File: src/rtl/dice_roll_engine.sv
// Dice-roll engine: pulls RNG words over a req/valid handshake, rejection-samples them to
// remove modulo bias, and sums 1..MAX_DICE dice of one type. Select 7 streams raw RNG words.
module dice_roll_engine #(
    parameter int unsigned RAND_W   = 8,
    parameter int unsigned MAX_DICE = 4,
    parameter int unsigned SUM_W    = 9,
    parameter int unsigned REJ_W    = 8
) (
    input  logic              i_clk,
    input  logic              i_reset_n,
    input  logic              i_start,
    input  logic [2:0]        i_dice_sel,
    input  logic [2:0]        i_dice_count,
    input  logic              i_abort,
    output logic              o_rand_req,
    input  logic              i_rand_valid,
    input  logic [RAND_W-1:0] i_rand_data,
    output logic              o_busy,
    output logic              o_roll_valid,
    output logic [SUM_W-1:0]  o_roll_sum,
    output logic [REJ_W-1:0]  o_reject_cnt,
    output logic              o_test_valid,
    output logic [RAND_W-1:0] o_test_data
);

    localparam logic [2:0] ST_IDLE = 3'd0;
    localparam logic [2:0] ST_REQ  = 3'd1;
    localparam logic [2:0] ST_EVAL = 3'd2;
    localparam logic [2:0] ST_DONE = 3'd3;
    localparam logic [2:0] ST_TEST = 3'd4;

    localparam int unsigned RANGE = 1 << RAND_W;

    // Largest multiple of SIDES that fits in the RNG range; samples at or above it are rejected.
    localparam logic [RAND_W:0] LIM_D4   = (RAND_W+1)'((RANGE / 4) * 4);
    localparam logic [RAND_W:0] LIM_D6   = (RAND_W+1)'((RANGE / 6) * 6);
    localparam logic [RAND_W:0] LIM_D8   = (RAND_W+1)'((RANGE / 8) * 8);
    localparam logic [RAND_W:0] LIM_D10  = (RAND_W+1)'((RANGE / 10) * 10);
    localparam logic [RAND_W:0] LIM_D12  = (RAND_W+1)'((RANGE / 12) * 12);
    localparam logic [RAND_W:0] LIM_D20  = (RAND_W+1)'((RANGE / 20) * 20);
    localparam logic [RAND_W:0] LIM_D100 = (RAND_W+1)'((RANGE / 100) * 100);

    localparam logic [RAND_W-1:0] SD4   = RAND_W'(4);
    localparam logic [RAND_W-1:0] SD6   = RAND_W'(6);
    localparam logic [RAND_W-1:0] SD8   = RAND_W'(8);
    localparam logic [RAND_W-1:0] SD10  = RAND_W'(10);
    localparam logic [RAND_W-1:0] SD12  = RAND_W'(12);
    localparam logic [RAND_W-1:0] SD20  = RAND_W'(20);
    localparam logic [RAND_W-1:0] SD100 = RAND_W'(100);

    logic [2:0]        state_q, state_d;
    logic [2:0]        sel_q, sel_d;
    logic [2:0]        remaining_q, remaining_d;
    logic [SUM_W-1:0]  sum_q, sum_d;
    logic [SUM_W-1:0]  roll_sum_q, roll_sum_d;
    logic [RAND_W-1:0] sample_q, sample_d;
    logic [REJ_W-1:0]  reject_q, reject_d;
    logic              test_valid_q, test_valid_d;
    logic [RAND_W-1:0] test_data_q, test_data_d;

    logic [RAND_W:0]   limit;
    logic [RAND_W-1:0] die;
    logic              accept;
    logic [SUM_W-1:0]  die_sum;
    logic [2:0]        count_clamped;
    logic              beat;

    assign o_rand_req   = (state_q == ST_REQ) || (state_q == ST_TEST);
    assign o_busy       = (state_q != ST_IDLE);
    assign o_roll_valid = (state_q == ST_DONE);
    assign o_roll_sum   = roll_sum_q;
    assign o_reject_cnt = reject_q;
    assign o_test_valid = test_valid_q;
    assign o_test_data  = test_data_q;

    assign beat = o_rand_req && i_rand_valid;

    // Per-die limit and face value; each modulo is by a constant, so no divider is built.
    always_comb begin
        limit = LIM_D4;
        die   = sample_q % SD4;
        case (sel_q)
            3'd1: begin limit = LIM_D6;   die = sample_q % SD6;   end
            3'd2: begin limit = LIM_D8;   die = sample_q % SD8;   end
            3'd3: begin limit = LIM_D10;  die = sample_q % SD10;  end
            3'd4: begin limit = LIM_D12;  die = sample_q % SD12;  end
            3'd5: begin limit = LIM_D20;  die = sample_q % SD20;  end
            3'd6: begin limit = LIM_D100; die = sample_q % SD100; end
            default: begin limit = LIM_D4; die = sample_q % SD4;  end
        endcase
    end

    assign accept  = ({1'b0, sample_q} < limit);
    assign die_sum = sum_q + SUM_W'(die) + SUM_W'(1);

    // Requested dice count: 0 means one die, anything above MAX_DICE is clamped.
    always_comb begin
        count_clamped = i_dice_count;
        if (i_dice_count == 3'd0) begin
            count_clamped = 3'd1;
        end else if (32'(i_dice_count) > MAX_DICE) begin
            count_clamped = 3'(MAX_DICE);
        end
    end

    // Next-state logic; abort wins over every other event, including a same-cycle beat.
    always_comb begin
        state_d      = state_q;
        sel_d        = sel_q;
        remaining_d  = remaining_q;
        sum_d        = sum_q;
        roll_sum_d   = roll_sum_q;
        sample_d     = sample_q;
        reject_d     = reject_q;
        test_valid_d = 1'b0;
        test_data_d  = test_data_q;
        if (i_abort) begin
            state_d = ST_IDLE;
        end else begin
            case (state_q)
                ST_IDLE: begin
                    if (i_start) begin
                        if (i_dice_sel == 3'd7) begin
                            state_d = ST_TEST;
                        end else begin
                            sel_d       = i_dice_sel;
                            remaining_d = count_clamped;
                            sum_d       = '0;
                            reject_d    = '0;
                            state_d     = ST_REQ;
                        end
                    end
                end
                ST_REQ: begin
                    if (beat) begin
                        sample_d = i_rand_data;
                        state_d  = ST_EVAL;
                    end
                end
                ST_EVAL: begin
                    if (!accept) begin
                        if (reject_q != '1) begin
                            reject_d = reject_q + REJ_W'(1);
                        end
                        state_d = ST_REQ;
                    end else begin
                        sum_d       = die_sum;
                        remaining_d = remaining_q - 3'd1;
                        if (remaining_q == 3'd1) begin
                            roll_sum_d = die_sum;
                            state_d    = ST_DONE;
                        end else begin
                            state_d = ST_REQ;
                        end
                    end
                end
                ST_DONE: begin
                    state_d = ST_IDLE;
                end
                ST_TEST: begin
                    if (beat) begin
                        test_data_d  = i_rand_data;
                        test_valid_d = 1'b1;
                    end
                end
                default: begin
                    state_d = ST_IDLE;
                end
            endcase
        end
    end

    // State and datapath registers with asynchronous clear.
    always_ff @(posedge i_clk or negedge i_reset_n) begin
        if (!i_reset_n) begin
            state_q      <= ST_IDLE;
            sel_q        <= '0;
            remaining_q  <= '0;
            sum_q        <= '0;
            roll_sum_q   <= '0;
            sample_q     <= '0;
            reject_q     <= '0;
            test_valid_q <= 1'b0;
            test_data_q  <= '0;
        end else begin
            state_q      <= state_d;
            sel_q        <= sel_d;
            remaining_q  <= remaining_d;
            sum_q        <= sum_d;
            roll_sum_q   <= roll_sum_d;
            sample_q     <= sample_d;
            reject_q     <= reject_d;
            test_valid_q <= test_valid_d;
            test_data_q  <= test_data_d;
        end
    end

endmodule

File: config.mk
export PLATFORM = sky130hd
export DESIGN_NAME = dice_roll_engine
export DESIGN_NICKNAME = d
export VERILOG_FILES = /design/src/rtl/dice_roll_engine.sv
export SDC_FILE = /design/constraint.sdc
export NUM_CORES = 1
export LEC_CHECK = 0
export BUFFER_PORTS_ARGS = -buffer_cell sky130_fd_sc_hd__buf_2
export CAP_MARGIN = 10
export CORE_MARGIN = 4
export CORE_UTILIZATION = 30
export CTS_CLUSTER_SIZE = 14
export DETAILED_ROUTE_END_ITERATION = 6
export HOLD_SLACK_MARGIN = 0.15
export PLACE_DENSITY = 0.56
export SYNTH_ARGS = -nofsm -noshare
export SYNTH_HDL_FRONTEND = slang
export SYNTH_SLANG_ARGS = --single-unit
export TNS_END_PERCENT = 30
File: constraint.sdc
create_clock -name i_clk -period 9.28 [get_ports i_clk]
set_input_delay 0.464 -clock i_clk [delete_from_list [all_inputs] [get_ports i_clk]]
set_output_delay 0.464 -clock i_clk [all_outputs]
set_load 0.1 [all_outputs]
==> metrics.cfg <==
[place]
portBuffers=47
place_ws_ps=-429
hpwl_mm=7.96
routabilityCongestion=0.877

[clock_network]
htreeDepth=2
cts_root_buf=clkbuf_16
cts_buffers=5
holdBufCountCts=0
path_clk_slew_ps=70
cts_tree=built
worstSkewPairLatency_ps=290
cts_buffer_depth=2
cts_num_sinks=52

[global_route]
grt_pass1_vias=3876
grt_start_max_net_pins=53
grt_antenna_before_repair=0
grt_first_pass_wirelength_mm=18.3
grt.overflow.total=0
grt_use_total_pct=13.6

[timing]
final-setup-viol-count=5
worst_pin_slew_ps=676
hold_violations=0
fin_crit_sh_pct=101
relSlewSlack_pct=55.0
rsz0062_at_grt=yes
drv_slew=0
layout_setup_ws_ps=-104
fmax_mhz=107
min_period_ps=9380
fin_skew_ps=5.67

[logic_synthesis]
yosys_warnings=0
synth-seq-cells=52
yosys.area.top_type_share_pct=31.4
avgSynthCellArea_um2=9.37
synth.largest_area_cell=dfrtp_1
synthTopCellsByArea=dfrtp_1 (31%), ha_1 (13%), mux2_2 (7.1%)
synth_edf_count=0
ys_seq_area_share_pct=31.4
synth.distinct_cells=66
synthArstFlopShare_pct=100
synthCells=442
mappedNetlistNets=505
syn_area_um2=4140
ys.flop_type=dfrtp_1

[route]
post_drt_via_cell_ratio=5.25
drtIter0Drc=97
drt_pre_antenna_iters=4
drc=0
wl_per_cell_um=15.2
drtAntennaViolNets=0
num_vias=3816
drt-total-wl_mm=11.0

[setup_path]
crit_path_top_delay_cell=or4b_4
critPathKind=flop to flop
crit_required_ps=9460
startpoint_type=flop
worst_setup_path_end_kind=flop
worst-path-max-fanout=7
r2r_start=sel_q[2]$_DFFE_PN0P_
critPathArrivalTime_ps=9570
crit_start=sel_q[2]$_DFFE_PN0P_
slowest_delay_ps=520

[flow_run]
maxCapViolations=0

[worst_hold_path]
hp-class=primary input to async pin

[cells_and_area]
layout_commonest_cell=buf_4
diodes=0
area_growth_pct=34.5
n_fill_cell=1330
drive_gt1_share_pct=39.7
final_nets=613
layout_common_cells=buf_4 (67), dfrtp_1 (52), buf_2 (47)

[die]
core_area_um2=13400
row_count=42
chipHeight_um=126
initial_core_util_pct=30.9
dieArea_um2=15800
die_w_um=126
num_io_pins=48

[run_status]
violations=setup timing
status=finished with violations

## metrics by stage
| step | instance area, um2 | util, % | instances | hold slack [ps] | setup TNS (ps) |
|---|---|---|---|---|---|
| finish | 5570 | 41.6 | 727 | 289 | -387 |
| global route | 5570 | 41.6 | 727 | 354 | -5130 |
| CTS | 5340 | 39.9 | 719 | 306 | -76.1 |
| detailed placement | 4820 | 35.9 | 679 | 475 | -2330 |
| global placement | 4820 | 35.9 | 679 | 467 | -351 |
| floorplan | 4210 | - | 442 | 168 | 0 |
## routing by layer
layer / vias to the layer above / global-route usage [%] / part of all wire (%)
met1: 1875 / 16.5 / 44
met2: 73 / 24.4 / 52
met5: - / 0 / 0
met4: 0 / 4.85 / 1.9
li1: 1852 / - / -
met3: 16 / 1.96 / 2.4
## flip-flops by register name (all words and copies together) (netlist names)
| signal | cells |
|---|---|
| o_reject_cnt | 8 |
| state_q | 3 |
| sum_q | 9 |
| o_test_data | 8 |
| o_test_valid | 1 |
| o_roll_sum | 9 |
| remaining_q | 3 |
| sel_q | 3 |
| sample_q | 8 |
## Yosys cell counts (all sizes together) (2+ instances only)
cell    number
a21oi       22
clkbuf      10
xor2         5
buf          6
o211ai      11
nor4         3
or3b         2
nor2        27
or3          8
inv         19
a21o         9
o21a        11
o31ai        2
a211oi       5
a31oi        5
dfrtp       52
o311ai       2
mux2i        6
a21boi       5
a22o         8
o2111a       2
nor3b        6
nand3b       4
nor2b        9
nand4        3
ha          43
nand2       30
nand3       17
o21ai       21
or2          4
mux2        26
a41oi        2
nand2b       3
or4b         3
xnor2       18
nor3        16
## critical path: cells and delay by family, from the launching register on
kind                     cells  cell delay, ps
AND/OR/NAND/NOR              9            1640
XOR/XNOR                     1              90
adder cells (fa/ha/maj)      7            2010
AO/OA/AOI/OAI               19            3300
multiplexers                 4            1050
flip-flops                   1             400
buffers and inverters        5             740
## layout make-up
type / instances / area, um2 / share of cell area (%)
multi-input cells: 354 / 3050 / 54.8
flip-flops and latches: 52 / 1300 / 23.3
well taps: 176 / 220 / 3.95
clock inverters: 1 / 7.51 / 0.135
clock buffers: 7 / 143 / 2.56
inverters: 20 / 75.1 / 1.35
repair buffers: 117 / 772 / 13.9
## final timing paths
kind / end / slack, ps / cells past startpoint
max: o_roll_sum[6]$_DFFE_PN0P_ / -100 / 45
min: sum_q[3]$_DFFE_PN0P_ / 290 / 2
max reg2reg: o_roll_sum[6]$_DFFE_PN0P_ / -100 / 45
min reg2reg: sum_q[0]$_DFFE_PN0P_ / 480 / 2
max in group asynchronous: o_reject_cnt[7]$_DFFE_PN0P_ / 8540 / 2
min in group i_clk: remaining_q[0]$_DFFE_PN0P_ / 390 / 2
## logic make-up (layout without fill, tap and decap cells)
group	count (synthesis)	count (layout)	synth area share, %
compound gates	115	115	19.6
mux	32	32	8.52
xor+xnor	23	23	4.86
flops	52	52	31.4
simple gates	140	140	18.5
buf+inv	36	145	3.59
fa+ha+maj	44	44	13.5
## repair_timing
action / CTS / global route
hold endpoints to repair: 0 / 0
setup endpoints to repair: 8 / 16
pin swaps: 31 / 27
gates resized for setup: 28 / 30
setup buffers: 32 / 8
Power is left out: the tool's default activity adds up to more than one toggle a clock period on the data nets, which glitch-free logic cannot reach.
